`config.mk`:
```
export PLATFORM = sky130hd
export DESIGN_NAME = an_product_decoder
export DESIGN_NICKNAME = d
export VERILOG_FILES = /design/src/rtl/an_product_pkg.sv /design/src/rtl/an_barrett_lane.sv /design/src/rtl/an_product_decoder.sv
export SDC_FILE = /design/constraint.sdc
export NUM_CORES = 2
export LEC_CHECK = 0
export ABC_AREA = 0
export CELL_PAD_IN_SITES_DETAIL_PLACEMENT = 1
export CELL_PAD_IN_SITES_GLOBAL_PLACEMENT = 2
export CORE_AREA = 2 2 420 338
export DETAILED_ROUTE_END_ITERATION = 10
export DIE_AREA = 0 0 422 340
export GPL_ROUTABILITY_DRIVEN = 0
export PLACE_DENSITY = 0.72
export SYNTH_ARGS = -nofsm -noshare
export SYNTH_HDL_FRONTEND = slang
export SYNTH_SLANG_ARGS = --single-unit
```
`constraint.sdc`:
```
create_clock -name clk -period 36.3 [get_ports clk]
set_clock_uncertainty 0.15 [all_clocks]
set_input_delay 7.26 -clock clk [delete_from_list [all_inputs] [get_ports clk]]
set_output_delay 7.26 -clock clk [all_outputs]
set_load 0.01 [all_outputs]
```
`src/rtl/an_product_pkg.sv`:
```
// Shared constants, FSM state type and AN-code correction helper for an_product_decoder.
package an_product_pkg;

  localparam int unsigned A_DEF     = 29;
  localparam int unsigned CW_W_DEF  = 14;
  localparam int unsigned MSG_W_DEF = 10;
  localparam int unsigned ROWS_DEF  = 6;
  localparam int unsigned COLS_DEF  = 6;

  typedef enum logic [1:0] {
    ST_LOAD   = 2'd0,
    ST_DECIDE = 2'd1,
    ST_DRAIN  = 2'd2
  } state_e;

  // One DELTA table entry: quotient fix-up (r - e)/A for residue r, where e is the
  // unique +/-2^k (k < cw_w) congruent to r mod a. Residue 0 (or no match) gives 0.
  function automatic int delta_entry(input int unsigned a, input int unsigned cw_w,
                                     input int unsigned r);
    int p;
    int d;
    d = 0;
    if (r != 0 && r < a) begin
      for (int k = 0; k < int'(cw_w); k++) begin
        p = (1 << k) % int'(a);
        if (p == int'(r)) begin
          d = (int'(r) - (1 << k)) / int'(a);
        end else if (int'(a) - p == int'(r)) begin
          d = (int'(r) + (1 << k)) / int'(a);
        end
      end
    end
    return d;
  endfunction

endpackage

```
`src/rtl/an_barrett_lane.sv`:
```
// Combinational AN-code lane: Barrett quotient/residue of one codeword plus error flag.
// Residue port only exists when AN_PRODUCT_CORRECT_EN is defined.
module an_barrett_lane #(
  parameter int unsigned A     = 29,
  parameter int unsigned CW_W  = 14,
  parameter int unsigned MSG_W = 10,
  parameter int unsigned RW    = 5
) (
  input  logic [CW_W-1:0]  cw,
  output logic [MSG_W-1:0] q_c,
`ifdef AN_PRODUCT_CORRECT_EN
  output logic [RW-1:0]    r_c,
`endif
  output logic             err_c
);

  localparam int unsigned MU   = (1 << CW_W) / A;
  localparam int unsigned MU_W = $clog2(MU + 1);
  localparam int unsigned PW   = CW_W + MU_W;

  logic [PW-1:0]   prod;
  logic [CW_W-1:0] q_est;
  logic [CW_W:0]   rem;
  logic            over;
  logic [RW-1:0]   res;

  // Barrett estimate is at most one below the true quotient; one conditional subtract fixes it
  always_comb begin
    prod  = PW'(cw) * PW'(MU);
    q_est = CW_W'(prod >> CW_W);
    rem   = (CW_W+1)'(cw) - (CW_W+1)'(q_est) * (CW_W+1)'(A);
    over  = (rem >= (CW_W+1)'(A));
    q_c   = MSG_W'(q_est + CW_W'(over));
    res   = over ? RW'(rem - (CW_W+1)'(A)) : RW'(rem);
    err_c = (res != '0);
  end

`ifdef AN_PRODUCT_CORRECT_EN
  assign r_c = res;
`endif

endmodule

```
`src/rtl/an_product_decoder.sv`:
```
// Streaming AN-code product decoder: buffers a ROWS x COLS frame, flags rows/columns
// with nonzero residues and drains decoded messages with frame status.
// AN_PRODUCT_CORRECT_EN enables single-error correction; otherwise detection only.
module an_product_decoder
  import an_product_pkg::*;
#(
  parameter int unsigned A     = A_DEF,
  parameter int unsigned CW_W  = CW_W_DEF,
  parameter int unsigned MSG_W = MSG_W_DEF,
  parameter int unsigned ROWS  = ROWS_DEF,
  parameter int unsigned COLS  = COLS_DEF
) (
  input  logic                  clk,
  input  logic                  rst,
  input  logic                  in_valid,
  output logic                  in_ready,
  input  logic [COLS*CW_W-1:0]  in_data,
  output logic                  out_valid,
  input  logic                  out_ready,
  output logic [COLS*MSG_W-1:0] out_data,
  output logic                  out_last,
  output logic                  out_corrected,
  output logic                  out_uncorr
);

  localparam int unsigned RW  = $clog2(A);
  localparam int unsigned RIW = (ROWS > 1) ? $clog2(ROWS) : 1;
  localparam int unsigned QRW = COLS * MSG_W;

  state_e             state_q, state_d;
  logic [RIW-1:0]     row_cnt_q, row_cnt_d;
  logic [RIW-1:0]     drain_cnt_q, drain_cnt_d;
  logic [ROWS-1:0]    er_q, er_d;
  logic [COLS-1:0]    ec_q, ec_d;
  logic               corr_q, corr_d;
  logic               uncorr_q, uncorr_d;
  logic               in_ready_q, in_ready_d;
  logic               out_valid_q, out_valid_d;
  logic               out_last_q, out_last_d;
  logic [QRW-1:0]     out_data_q, out_data_d;
  logic [QRW-1:0]     qbuf_q [ROWS];
  logic [QRW-1:0]     qbuf_d [ROWS];

  logic [QRW-1:0]     row_q_c;
  logic [COLS-1:0]    row_err_c;
  logic               fire_in, fire_out;
  logic               clean_c, fix_en_c, uncorr_set_c;

  assign fire_in  = in_valid && in_ready_q;
  assign fire_out = out_valid_q && out_ready;

`ifdef AN_PRODUCT_CORRECT_EN
  localparam int unsigned DW  = MSG_W + 2;
  localparam int unsigned CIW = (COLS > 1) ? $clog2(COLS) : 1;

  logic [COLS*RW-1:0]   row_r_c;
  logic [COLS*RW-1:0]   rbuf_q [ROWS];
  logic [COLS*RW-1:0]   rbuf_d [ROWS];
  logic signed [DW-1:0] delta_tbl [2**RW];
  logic [RIW-1:0]       hit_row_c;
  logic [CIW-1:0]       hit_col_c;
  logic [MSG_W-1:0]     q_sel_c;
  logic [RW-1:0]        r_sel_c;
  logic signed [DW-1:0] m_c;
  logic [QRW-1:0]       fixed_row_c;

  for (genvar g = 0; g < 2**RW; g++) begin : g_delta
    assign delta_tbl[g] = DW'(delta_entry(A, CW_W, g));
  end
`endif

  for (genvar c = 0; c < COLS; c++) begin : g_lane
    an_barrett_lane #(
      .A     (A),
      .CW_W  (CW_W),
      .MSG_W (MSG_W),
      .RW    (RW)
    ) u_lane (
      .cw    (in_data[c*CW_W +: CW_W]),
      .q_c   (row_q_c[c*MSG_W +: MSG_W]),
`ifdef AN_PRODUCT_CORRECT_EN
      .r_c   (row_r_c[c*RW +: RW]),
`endif
      .err_c (row_err_c[c])
    );
  end

`ifdef AN_PRODUCT_CORRECT_EN
  // Locate the flagged cell and compute its corrected message and row
  always_comb begin
    hit_row_c = '0;
    hit_col_c = '0;
    q_sel_c   = '0;
    r_sel_c   = '0;
    for (int i = 0; i < ROWS; i++) if (er_q[i]) hit_row_c = RIW'(i);
    for (int j = 0; j < COLS; j++) if (ec_q[j]) hit_col_c = CIW'(j);
    fixed_row_c = qbuf_q[hit_row_c];
    for (int j = 0; j < COLS; j++) begin
      if (CIW'(j) == hit_col_c) begin
        q_sel_c = qbuf_q[hit_row_c][j*MSG_W +: MSG_W];
        r_sel_c = rbuf_q[hit_row_c][j*RW +: RW];
      end
    end
    m_c = $signed(DW'(q_sel_c)) + delta_tbl[r_sel_c];
    for (int j = 0; j < COLS; j++) begin
      if (CIW'(j) == hit_col_c) fixed_row_c[j*MSG_W +: MSG_W] = m_c[MSG_W-1:0];
    end
    clean_c      = (er_q == '0) && (ec_q == '0);
    fix_en_c     = ($countones(er_q) == 1) && ($countones(ec_q) == 1) &&
                   (m_c[DW-1:MSG_W] == '0);
    uncorr_set_c = !clean_c && !fix_en_c;
  end
`else
  // Detection only: any flagged cell makes the frame uncorrectable
  always_comb begin
    clean_c      = (er_q == '0) && (ec_q == '0);
    fix_en_c     = 1'b0;
    uncorr_set_c = !clean_c;
  end
`endif

  // Next-state, buffer and output computation
  always_comb begin
    state_d     = state_q;
    row_cnt_d   = row_cnt_q;
    drain_cnt_d = drain_cnt_q;
    er_d        = er_q;
    ec_d        = ec_q;
    corr_d      = corr_q;
    uncorr_d    = uncorr_q;
    in_ready_d  = in_ready_q;
    out_valid_d = out_valid_q;
    out_last_d  = out_last_q;
    out_data_d  = out_data_q;
    qbuf_d      = qbuf_q;
`ifdef AN_PRODUCT_CORRECT_EN
    rbuf_d      = rbuf_q;
`endif
    unique case (state_q)
      ST_LOAD: begin
        in_ready_d = 1'b1;
        if (fire_in) begin
          qbuf_d[row_cnt_q] = row_q_c;
`ifdef AN_PRODUCT_CORRECT_EN
          rbuf_d[row_cnt_q] = row_r_c;
`endif
          er_d[row_cnt_q] = |row_err_c;
          ec_d            = ec_q | row_err_c;
          if (row_cnt_q == RIW'(ROWS - 1)) begin
            row_cnt_d  = '0;
            in_ready_d = 1'b0;
            state_d    = ST_DECIDE;
          end else begin
            row_cnt_d = row_cnt_q + RIW'(1);
          end
        end
      end
      ST_DECIDE: begin
        state_d     = ST_DRAIN;
        in_ready_d  = 1'b0;
        out_valid_d = 1'b1;
        out_last_d  = (ROWS == 1);
        drain_cnt_d = '0;
        corr_d      = fix_en_c;
        uncorr_d    = uncorr_set_c;
        out_data_d  = qbuf_q[0];
`ifdef AN_PRODUCT_CORRECT_EN
        if (fix_en_c) begin
          qbuf_d[hit_row_c] = fixed_row_c;
          if (hit_row_c == '0) out_data_d = fixed_row_c;
        end
`endif
      end
      ST_DRAIN: begin
        in_ready_d = 1'b0;
        if (fire_out) begin
          if (drain_cnt_q == RIW'(ROWS - 1)) begin
            state_d     = ST_LOAD;
            in_ready_d  = 1'b1;
            out_valid_d = 1'b0;
            out_last_d  = 1'b0;
            out_data_d  = '0;
            drain_cnt_d = '0;
            corr_d      = 1'b0;
            uncorr_d    = 1'b0;
            er_d        = '0;
            ec_d        = '0;
          end else begin
            drain_cnt_d = drain_cnt_q + RIW'(1);
            out_data_d  = qbuf_q[drain_cnt_d];
            out_last_d  = (drain_cnt_d == RIW'(ROWS - 1));
          end
        end
      end
      default: begin
        state_d = ST_LOAD;
      end
    endcase
  end

  // State, frame buffer and registered outputs
  always_ff @(posedge clk or posedge rst) begin
    if (rst) begin
      state_q     <= ST_LOAD;
      row_cnt_q   <= '0;
      drain_cnt_q <= '0;
      er_q        <= '0;
      ec_q        <= '0;
      corr_q      <= 1'b0;
      uncorr_q    <= 1'b0;
      in_ready_q  <= 1'b0;
      out_valid_q <= 1'b0;
      out_last_q  <= 1'b0;
      out_data_q  <= '0;
      qbuf_q      <= '{default: '0};
`ifdef AN_PRODUCT_CORRECT_EN
      rbuf_q      <= '{default: '0};
`endif
    end else begin
      state_q     <= state_d;
      row_cnt_q   <= row_cnt_d;
      drain_cnt_q <= drain_cnt_d;
      er_q        <= er_d;
      ec_q        <= ec_d;
      corr_q      <= corr_d;
      uncorr_q    <= uncorr_d;
      in_ready_q  <= in_ready_d;
      out_valid_q <= out_valid_d;
      out_last_q  <= out_last_d;
      out_data_q  <= out_data_d;
      qbuf_q      <= qbuf_d;
`ifdef AN_PRODUCT_CORRECT_EN
      rbuf_q      <= rbuf_d;
`endif
    end
  end

  assign in_ready      = in_ready_q;
  assign out_valid     = out_valid_q;
  assign out_last      = out_last_q;
  assign out_data      = out_data_q;
  assign out_corrected = corr_q;
  assign out_uncorr    = uncorr_q;

endmodule

```
==> impl_metrics.env <==
export IMPL_status="finished clean"
export IMPL_die_height_um=340
export IMPL_drive_gt1_frac=0.06544
export IMPL_layout_nets=5449
export IMPL_report_final_slew_viol_count=0
export IMPL_synth_area_per_cell_um2=9.451
export IMPL_slew_limit_headroom=0.2660
export IMPL_fmax_mhz=56.85
export IMPL_first_pass_iters=4
export IMPL_ys_warnings_count=0
export IMPL_cp_start_kind="input port"
export IMPL_grt_max_degree=121
export IMPL_post_place_ws_ps=18040
export IMPL_syn_inst=4399
export IMPL_drc=0
export IMPL_cts_inserted_buffers=50
export IMPL_viasPerCell=4.868
export IMPL_rows=123
export IMPL_routed_wl_um=116100
export IMPL_synth_area_um2=41570
export IMPL_route_antenna_remaining_nets=0
export IMPL_fin_ws_ps=18710
export IMPL_grt_pass1_vias=33780
export IMPL_grtUsageTotal=0.1634
export IMPL_min_to="qbuf_q[130]"
export IMPL_clk_latency_ps=600
export IMPL_reg2reg_from="drain_cnt_q[0]"
export IMPL_start_util=0.2975
export IMPL_pin_count=153
export IMPL_cts_root_buf="clkbuf_16"
export IMPL_area_delta_synth_final_pct=12.75
export IMPL_synth_edf_count=0
export IMPL_timing_final_crit_share=0.4846
export IMPL_finalSetupViolCount=0
export IMPL_path_max_fanout=6
export IMPL_ff2ff_setup_slack_ps=32100
export IMPL_h_tree_depth=2
export IMPL_async_flop_share=1.000
export IMPL_die_w_um=422
export IMPL_overflow=0
export IMPL_synth_top_cell_area_share=0.2673
export IMPL_layout_commonest_cell="inv_1"
export IMPL_clockBufferDepth=3
export IMPL_tightest_slew_ps=1101
export IMPL_reg2reg_depth=7
export IMPL_min_path_cells=2
export IMPL_grt_pass1_wl_um=190200
export IMPL_hold_start="qbuf_q[130]"
export IMPL_wl_per_cell_um=18.15
export IMPL_post_cts_buffers=0
export IMPL_dp_hpwl_um=86910
export IMPL_num_antenna_cells=0
export IMPL_port_buffers=151
export IMPL_period_minus_slack_ps=17590
export IMPL_path_common_cell="ha_1"
export IMPL_stdcell_area_um2=46880
export IMPL_synth_main_ff_cell="dfrtp_1"
export IMPL_synth_area_leader_cell="dfrtp_1"
export IMPL_first_iter_violations=1332
export IMPL_r2r_end="out_data[19]"
export IMPL_setup_tns_ps=0
export IMPL_yosys_top_cells_area="dfrtp_1, ha_1, fa_1, inv_1, o21ai_0"
export IMPL_maxCapViolations=0
export IMPL_antenna_found_initial=0
export IMPL_cts_tree="done"
export IMPL_mostFrequentLayoutCells="inv_1, ha_1, dfrtp_1"
export IMPL_rsz0062_at_grt="false"
export IMPL_synth_fp_nets=5362
export IMPL_die_area_um2=143500
export IMPL_path_class="input port to flop"
export IMPL_arrival_ps=17880
export IMPL_path_clk_slew_ps=60
export IMPL_finalHoldViolations=0
export IMPL_critPathMaxStageDelay_ps=640
export IMPL_postCtsResizedCells=0
export IMPL_end_kind="flop"
export IMPL_yosysSeqAreaShare=0.2673
export IMPL_synth_seq_cells=444
export IMPL_placed_cell_area_um2=45230
export IMPL_postCtsHoldBufs=0
export IMPL_required_ps=36590
export IMPL_cp_slowest_cell="clkdlybuf4s50_1"
export IMPL_min_path_type="flop to flop"
export IMPL_cts_sinks=444
export IMPL_vias=31150
export IMPL_core_um2=139700
export IMPL_ys_types=86
-- layer usage --
layer,vias to the layer above,wire length (um),global-route usage
li1,15140,-,-
met1,15660,56670,0.2264
met2,254,55450,0.2811
met3,97,1908,0.01211
met4,0,2089,0.03088
met5,-,0,0
-- final cells by class --
type	count	area (um2)
clock buffer	73	1479
sequential	444	11110
clock inverter	16	166.4
timing repair buffer	189	1797
tap	1875	2346
multi-input combinational	3120	27410
fill	16160	92860
inverter	681	2564
-- worst max-delay path: cells and delay by family --
family	cells	cell delay [ps]
adders and majority gates	12	4380
and+or+nand+nor	5	790
xor gates and xnor gates	2	780
AOI/OAI and AO/OA	14	3700
buffers and inverters	6	930
-- cell families (layout without fill, tap and decap cells) --
family	count (synthesis)	in the layout	synth area share
xor gates and xnor gates	188	188	0.04030
AOI/OAI and AO/OA	950	950	0.1377
and+or+nand+nor	880	880	0.09757
other	1	1	0.00009020
adders and majority gates	876	876	0.3069
DFF	444	444	0.2673
muxes	225	225	0.07464
buffers and inverters	835	959	0.07551
-- sequential cells by signal, indices dropped and copies added, names as in the netlist --
| name | flops |
|---|---|
| out_data | 60 |
| row_cnt_q | 3 |
| out_last | 1 |
| ec_q | 6 |
| out_uncorr | 1 |
| in_ready | 1 |
| out_valid | 1 |
| state_q | 2 |
| qbuf_q | 360 |
| er_q | 6 |
| drain_cnt_q | 3 |
-- worst max path at each step --
stage                           endpoint  slack (ps)        start
after global placement        qbuf_q[38]       18280  in_data[49]
after CTS                     qbuf_q[98]       18610  in_data[48]
final                         qbuf_q[98]       18710  in_data[48]
after global routing          qbuf_q[98]       17900  in_data[48]
after detailed placement      qbuf_q[98]       18040  in_data[48]
after floorplan           drain_cnt_q[0]       16520          rst
-- through the flow --
step / cells / hold slack (ps) / utilization
global route: 6398 / 346.3 / 0.3354
detailed placement: 6309 / 311.5 / 0.3237
floorplan: 4399 / 290.5 / -
finish: 6398 / 322.0 / 0.3354
CTS: 6398 / 326.4 / 0.3354
global placement: 6309 / 304.7 / 0.3237
-- cell usage after synthesis, drive strengths merged, types with 10 or more instances --
library cell / number
o21a: 84
and4: 10
mux2i: 85
and3: 23
nor3: 90
nand3: 45
a21oi: 171
xnor2: 130
mux4: 60
a31oi: 19
nand2: 432
nor4: 16
nand3b: 11
nor2b: 20
a211oi: 19
clkbuf: 140
o22ai: 11
dfrtp: 444
xor2: 57
or3: 15
ha: 635
and2: 12
o221ai: 19
a21o: 65
o31ai: 11
fa: 240
o21ai: 441
nand2b: 18
buf: 14
o211ai: 13
inv: 681
nand4: 39
o21bai: 26
mux2: 80
nor2: 122
Power is not shown: default switching activity piles up to over one toggle a cycle in this logic, so the estimate is an artifact.
